$ cat config.mk
export PLATFORM = sky130hd
export DESIGN_NAME = hack_mem_arbiter
export DESIGN_NICKNAME = d
export VERILOG_FILES = /design/src/rtl/hack_mem_arbiter.sv
export SDC_FILE = /design/constraint.sdc
export NUM_CORES = 1
export LEC_CHECK = 0
export CAP_MARGIN = 20
export CORE_UTILIZATION = 38
export CTS_BUF_LIST = sky130_fd_sc_hd__clkbuf_4
export DETAILED_ROUTE_END_ITERATION = 8
export DONT_BUFFER_PORTS = 1
export PLACE_DENSITY_LB_ADDON = 0.2
export SYNTH_ARGS = -nofsm -noshare
export SYNTH_HDL_FRONTEND = slang
export SYNTH_SLANG_ARGS = --single-unit
$ cat constraint.sdc
create_clock -name clk -period 3.2 [get_ports clk]
set_input_delay 0.16 -clock clk [delete_from_list [all_inputs] [get_ports clk]]
set_output_delay 0.16 -clock clk [all_outputs]
set_load 0.05 [all_outputs]
$ cat src/rtl/hack_mem_arbiter.sv
// Hack data-RAM arbiter: CPU data port vs. screen-refresh DMA reader.
// Optional HACK_ARB_STATS_EN adds saturating stall / DMA-beat counters.
module hack_mem_arbiter #(
  parameter int ADDR_W       = 15,
  parameter int DATA_W       = 16,
  parameter int DMA_BURST    = 4,
  parameter int STARVE_LIMIT = 8
) (
  input  logic              clk,
  input  logic              reset_n,
  input  logic              cpu_req,
  input  logic              cpu_we,
  input  logic [ADDR_W-1:0] cpu_addr,
  input  logic [DATA_W-1:0] cpu_wdata,
  output logic              cpu_stall,
  output logic              cpu_rvalid,
  output logic [DATA_W-1:0] cpu_rdata,
  input  logic              dma_req,
  input  logic [ADDR_W-1:0] dma_addr,
  output logic              dma_gnt,
  output logic              dma_rvalid,
  output logic [DATA_W-1:0] dma_rdata,
  output logic              mem_en,
  output logic              mem_we,
  output logic [ADDR_W-1:0] mem_addr,
  output logic [DATA_W-1:0] mem_wdata,
  input  logic [DATA_W-1:0] mem_rdata
`ifdef HACK_ARB_STATS_EN
  ,
  output logic [15:0]       stat_stall_cnt,
  output logic [15:0]       stat_dma_beats
`endif
);

  localparam int BW = $clog2(DMA_BURST + 1);
  localparam int SW = $clog2(STARVE_LIMIT + 1);
  localparam logic [BW-1:0] BURST_MAX  = BW'(DMA_BURST);
  localparam logic [SW-1:0] STARVE_MAX = SW'(STARVE_LIMIT);

  typedef enum logic {
    S_ARB,
    S_BURST
  } state_e;

  state_e        state_q, state_d;
  logic [BW-1:0] beat_q, beat_d;
  logic [SW-1:0] starve_q, starve_d;
  logic          cpu_rv_q, cpu_rv_d;
  logic          dma_rv_q, dma_rv_d;
  logic          cpu_g, dma_g;
  logic          cpu_gnt;

  always_comb begin
    state_d  = state_q;
    beat_d   = beat_q;
    starve_d = starve_q;
    cpu_g    = 1'b0;
    dma_g    = 1'b0;
    unique case (state_q)
      S_ARB: begin
        if (dma_req && starve_q == STARVE_MAX) begin
          dma_g    = 1'b1;
          state_d  = S_BURST;
          beat_d   = BW'(1);
          starve_d = '0;
        end else if (cpu_req) begin
          cpu_g = 1'b1;
          if (!dma_req)
            starve_d = '0;
          else if (starve_q != STARVE_MAX)
            starve_d = starve_q + SW'(1);
        end else if (dma_req) begin
          dma_g    = 1'b1;
          state_d  = S_BURST;
          beat_d   = BW'(1);
          starve_d = '0;
        end else begin
          starve_d = '0;
        end
      end
      S_BURST: begin
        starve_d = '0;
        if (dma_req && beat_q < BURST_MAX) begin
          dma_g  = 1'b1;
          beat_d = beat_q + BW'(1);
        end else begin
          cpu_g   = cpu_req;
          state_d = S_ARB;
          beat_d  = '0;
        end
      end
      default: begin
        state_d  = S_ARB;
        beat_d   = '0;
        starve_d = '0;
      end
    endcase
  end

  // Held reset forces every output quiet, even with requests pending.
  assign cpu_gnt   = cpu_g & reset_n;
  assign dma_gnt   = dma_g & reset_n;
  assign cpu_stall = cpu_req & ~cpu_g & reset_n;

  assign mem_en    = cpu_gnt | dma_gnt;
  assign mem_we    = cpu_gnt & cpu_we;
  assign mem_addr  = cpu_gnt ? cpu_addr :
                     dma_gnt ? dma_addr : '0;
  assign mem_wdata = mem_we ? cpu_wdata : '0;

  assign cpu_rv_d = cpu_gnt & ~cpu_we;
  assign dma_rv_d = dma_gnt;

  assign cpu_rvalid = cpu_rv_q;
  assign dma_rvalid = dma_rv_q;
  assign cpu_rdata  = cpu_rv_q ? mem_rdata : '0;
  assign dma_rdata  = dma_rv_q ? mem_rdata : '0;

  always_ff @(posedge clk or negedge reset_n) begin
    if (!reset_n) begin
      state_q  <= S_ARB;
      beat_q   <= '0;
      starve_q <= '0;
      cpu_rv_q <= 1'b0;
      dma_rv_q <= 1'b0;
    end else begin
      state_q  <= state_d;
      beat_q   <= beat_d;
      starve_q <= starve_d;
      cpu_rv_q <= cpu_rv_d;
      dma_rv_q <= dma_rv_d;
    end
  end

`ifdef HACK_ARB_STATS_EN
  logic [15:0] stall_q, stall_d;
  logic [15:0] beats_q, beats_d;

  always_comb begin
    stall_d = stall_q;
    beats_d = beats_q;
    if (cpu_stall && stall_q != 16'hFFFF)
      stall_d = stall_q + 16'd1;
    if (dma_gnt && beats_q != 16'hFFFF)
      beats_d = beats_q + 16'd1;
  end

  always_ff @(posedge clk or negedge reset_n) begin
    if (!reset_n) begin
      stall_q <= '0;
      beats_q <= '0;
    end else begin
      stall_q <= stall_d;
      beats_q <= beats_d;
    end
  end

  assign stat_stall_cnt = stall_q;
  assign stat_dma_beats = beats_q;
`endif

endmodule

==> results.py <==
metrics = {
    "worst_hold_path": {
        "hold_path_end": "beat_q[1]$_DFFE_PN0P_",
        "hold_class": "input port to flop",
        "hp-start": "dma_req",
        "hold_depth": 2,
    },
    "synthesis": {
        "synth_seq_area_share_pct": 24.3,
        "syn_area_sq_um": 1030,
        "synth_edf_count": 0,
        "synth_area_leaders": "dfrtp_1 24%, and2_1 20%, and3_1 9.7%, a22o_1 8.5%, a22o_2 4.9%",
        "syn_area_per_cell_sq_um": 8.57,
        "ys_seq_elements": 10,
        "yosysTopAreaCellShare_pct": 24.3,
        "synthFlopType": "dfrtp_1",
        "synth_fp_nets": 190,
        "synthTopCellsByCount": "33 x and2_1, 16 x and3_1, 10 x a22o_1, 10 x dfrtp_1, 5 x a22o_2",
        "postSynth.asyncResetShare_pct": 100,
        "synthAdderAreaFrac_pct": 3.65,
        "syn_inst": 120,
        "synthSimpleGateAreaFrac_pct": 41.8,
        "synth_compound_area_share_pct": 21.0,
        "synthMuxAreaShare_pct": 1.09,
        "ys.warnings.count": 0,
        "synth_cell_types": 31,
        "synth_xor_area_share_pct": 1.70,
        "synth_most_common_cell": "and2_1",
        "yosysTopAreaCell": "dfrtp_1",
        "synth_top_family_by_area": "simple AND/OR/NAND/NOR gates",
    },
    "finish": {
        "synthToLayoutAreaGrowth_pct": 3.16,
        "fin_nets": 190,
        "drive_above_1_share_pct": 12.7,
        "design_area_sq_um": 1060,
        "utilization_pct": 42.1,
        "n_antenna_cell": 0,
        "fillCellCount": 266,
    },
    "timing": {
        "setup_viol": 0,
        "fin_crit_ps": 2320,
        "post-route-period-util_pct": 72.4,
        "max_clock_freq_mhz": 431,
        "hold_viol_final": 0,
        "worst_pin_slew_ps": 824,
        "skew_ps": 8.15,
        "rsz0062_at_grt": "no",
        "slew_headroom_pct": 44.8,
        "slew_violations": 0,
        "hold_slack_ps": 82.7,
        "totalNegativeSetupSlack_ps": 0,
    },
    "drt": {
        "drtAntennaViolNets": 0,
        "wl_per_cell_um": 18.3,
        "vias": 918,
        "wirelength_um": 2700,
        "via_per_inst": 6.20,
        "drt_iter0_drc": 9,
        "firstDrtPassIters": 4,
        "drc": 0,
    },
    "floorplanning": {
        "die_h_um": 54.0,
        "dieWidth_um": 54.0,
        "io_pins": 136,
        "floorplan.rows": 18,
        "die-area_sq_um": 2920,
        "initial_core_util_pct": 40.8,
        "core-area_sq_um": 2520,
    },
    "clock_network": {
        "clk_latency_ps": 260,
        "cts_tree": "yes",
        "htreeDepth": 1,
        "clockRootBuffer": "clkbuf_4",
        "cts.sinks": 10,
        "clk_pin_slew_ps": 60,
        "cts_buffer_depth": 2,
        "cts_made_buffers": 3,
    },
    "critical_path": {
        "cp.required_ps": 3040,
        "startpoint_type": "flop",
        "endpoint_kind": "output port",
        "r2r_end": "cpu_rvalid$_DFF_PN0_",
        "critPathKind": "flop to output port",
        "r2r_slack_ps": 1610,
        "cp_max_fo": 34,
        "r2r_start": "starve_q[0]$_DFFE_PN0P_",
        "arrival_ps": 2160,
        "ff2ff_path_depth": 6,
    },
    "run_status": {
        "status": "complete, no violations",
    },
    "job": {
        "drv_cap": 0,
    },
    "placed_design": {
        "dp_hpwl_um": 2250,
        "dpl-instance-area_sq_um": 1030,
        "numPortBuffers": 0,
        "gp_congestion": 0.736,
    },
    "global_routing": {
        "grt_first_pass_wirelength_um": 3230,
        "grt_max_degree": 35,
        "grt_pass1_vias": 715,
        "grt_usage_pct": 16.7,
        "grt_remaining_overflow": 0,
        "antenna_found_initial": 0,
    },
    "power": {
        "p_leak_uw": 0.000516,
        "powerDensity_nw_per_um2": 401,
        "ir_drop_mv": 0.203,
    },
}
per-stage QoR:
step	power (uW)	instances	worst slack, ps
4_1_cts	432	148	861
6_report	426	148	882
2_1_floorplan	336	120	912
3_5_place_dp	345	144	1160
3_3_place_gp	343	144	1220
5_1_grt	452	148	724
worst max-delay path by stage:
| stage | from | endpoint | cells after the start |
|---|---|---|---|
| global route | starve_q[0]$_DFFE_PN0P_ | mem_addr[9] | 6 |
| CTS | starve_q[0]$_DFFE_PN0P_ | mem_addr[9] | 6 |
| global placement | starve_q[0]$_DFFE_PN0P_ | mem_addr[9] | 6 |
| floorplan | starve_q[0]$_DFFE_PN0P_ | cpu_stall | 5 |
| finish | starve_q[0]$_DFFE_PN0P_ | mem_addr[9] | 6 |
| detailed placement | starve_q[0]$_DFFE_PN0P_ | mem_addr[9] | 6 |
area by class of cell:
class	count	area, sq um	area share, %
multi-input cells	99	718	67.7
flip-flops and latches	10	250	23.6
well taps	30	37.5	3.54
clock buffers	3	22.5	2.12
repair buffers	2	17.5	1.65
inverters	4	15.0	1.42
repair_timing:
item,CTS,global route
hold buffers,1,0
hold endpoints to repair,10,0
buffers inserted,0,0
resized for setup,0,0
cells in the final DEF (no fill, tap or decap), types with 2 or more instances in the layout:
cell type	n
a21boi_0	2
nor2_1	4
a22o_1	10
dfrtp_1	10
a22o_2	5
nor2b_1	3
and2_1	33
nand2_1	4
clkbuf_4	3
and3_1	16
o21ai_0	2
ha_1	3
nand3_1	2
inv_1	4
flip-flops by register name, summed over array words and instances, names as in the netlist:
register / cells
state_q: 1
beat_q: 3
starve_q: 4
cpu_rvalid: 1
dma_rvalid: 1
kinds of logic (layout without fill, tap and decap cells):
kind of cell | after synthesis | count (layout)
adders and majority gates | 3 | 3
DFF | 10 | 10
and+or+nand+nor | 70 | 70
buffers and inverters | 11 | 9
xor gates and xnor gates | 2 | 2
AOI/OAI and AO/OA | 23 | 23
muxes | 1 | 1
per-layer routing:
metal / up-vias / share of wire [%] / track usage, %
met5: - / 0 / 0
met4: 0 / 0.85 / 7.69
met3: 2 / 8.0 / 4.24
met2: 81 / 57 / 34.2
met1: 421 / 34 / 14.8
li1: 414 / - / -
report_power, final:
part	leakage [uW]	switching (uW)	internal, uW
clock network	0.0000138	38.5	43.2
registers	0.000133	14.4	135
logic	0.000369	158	37.4
total	0.000516	211	215
critical path, cell delays in order (launching register included):
cell      delay, ps
dfrtp_1         390
inv_1            70
ha_1            210
and3b_4         210
a211oi_4        180
buf_4           300
a22o_1          530
No activity file was read; power rests on OpenSTA's default activity.
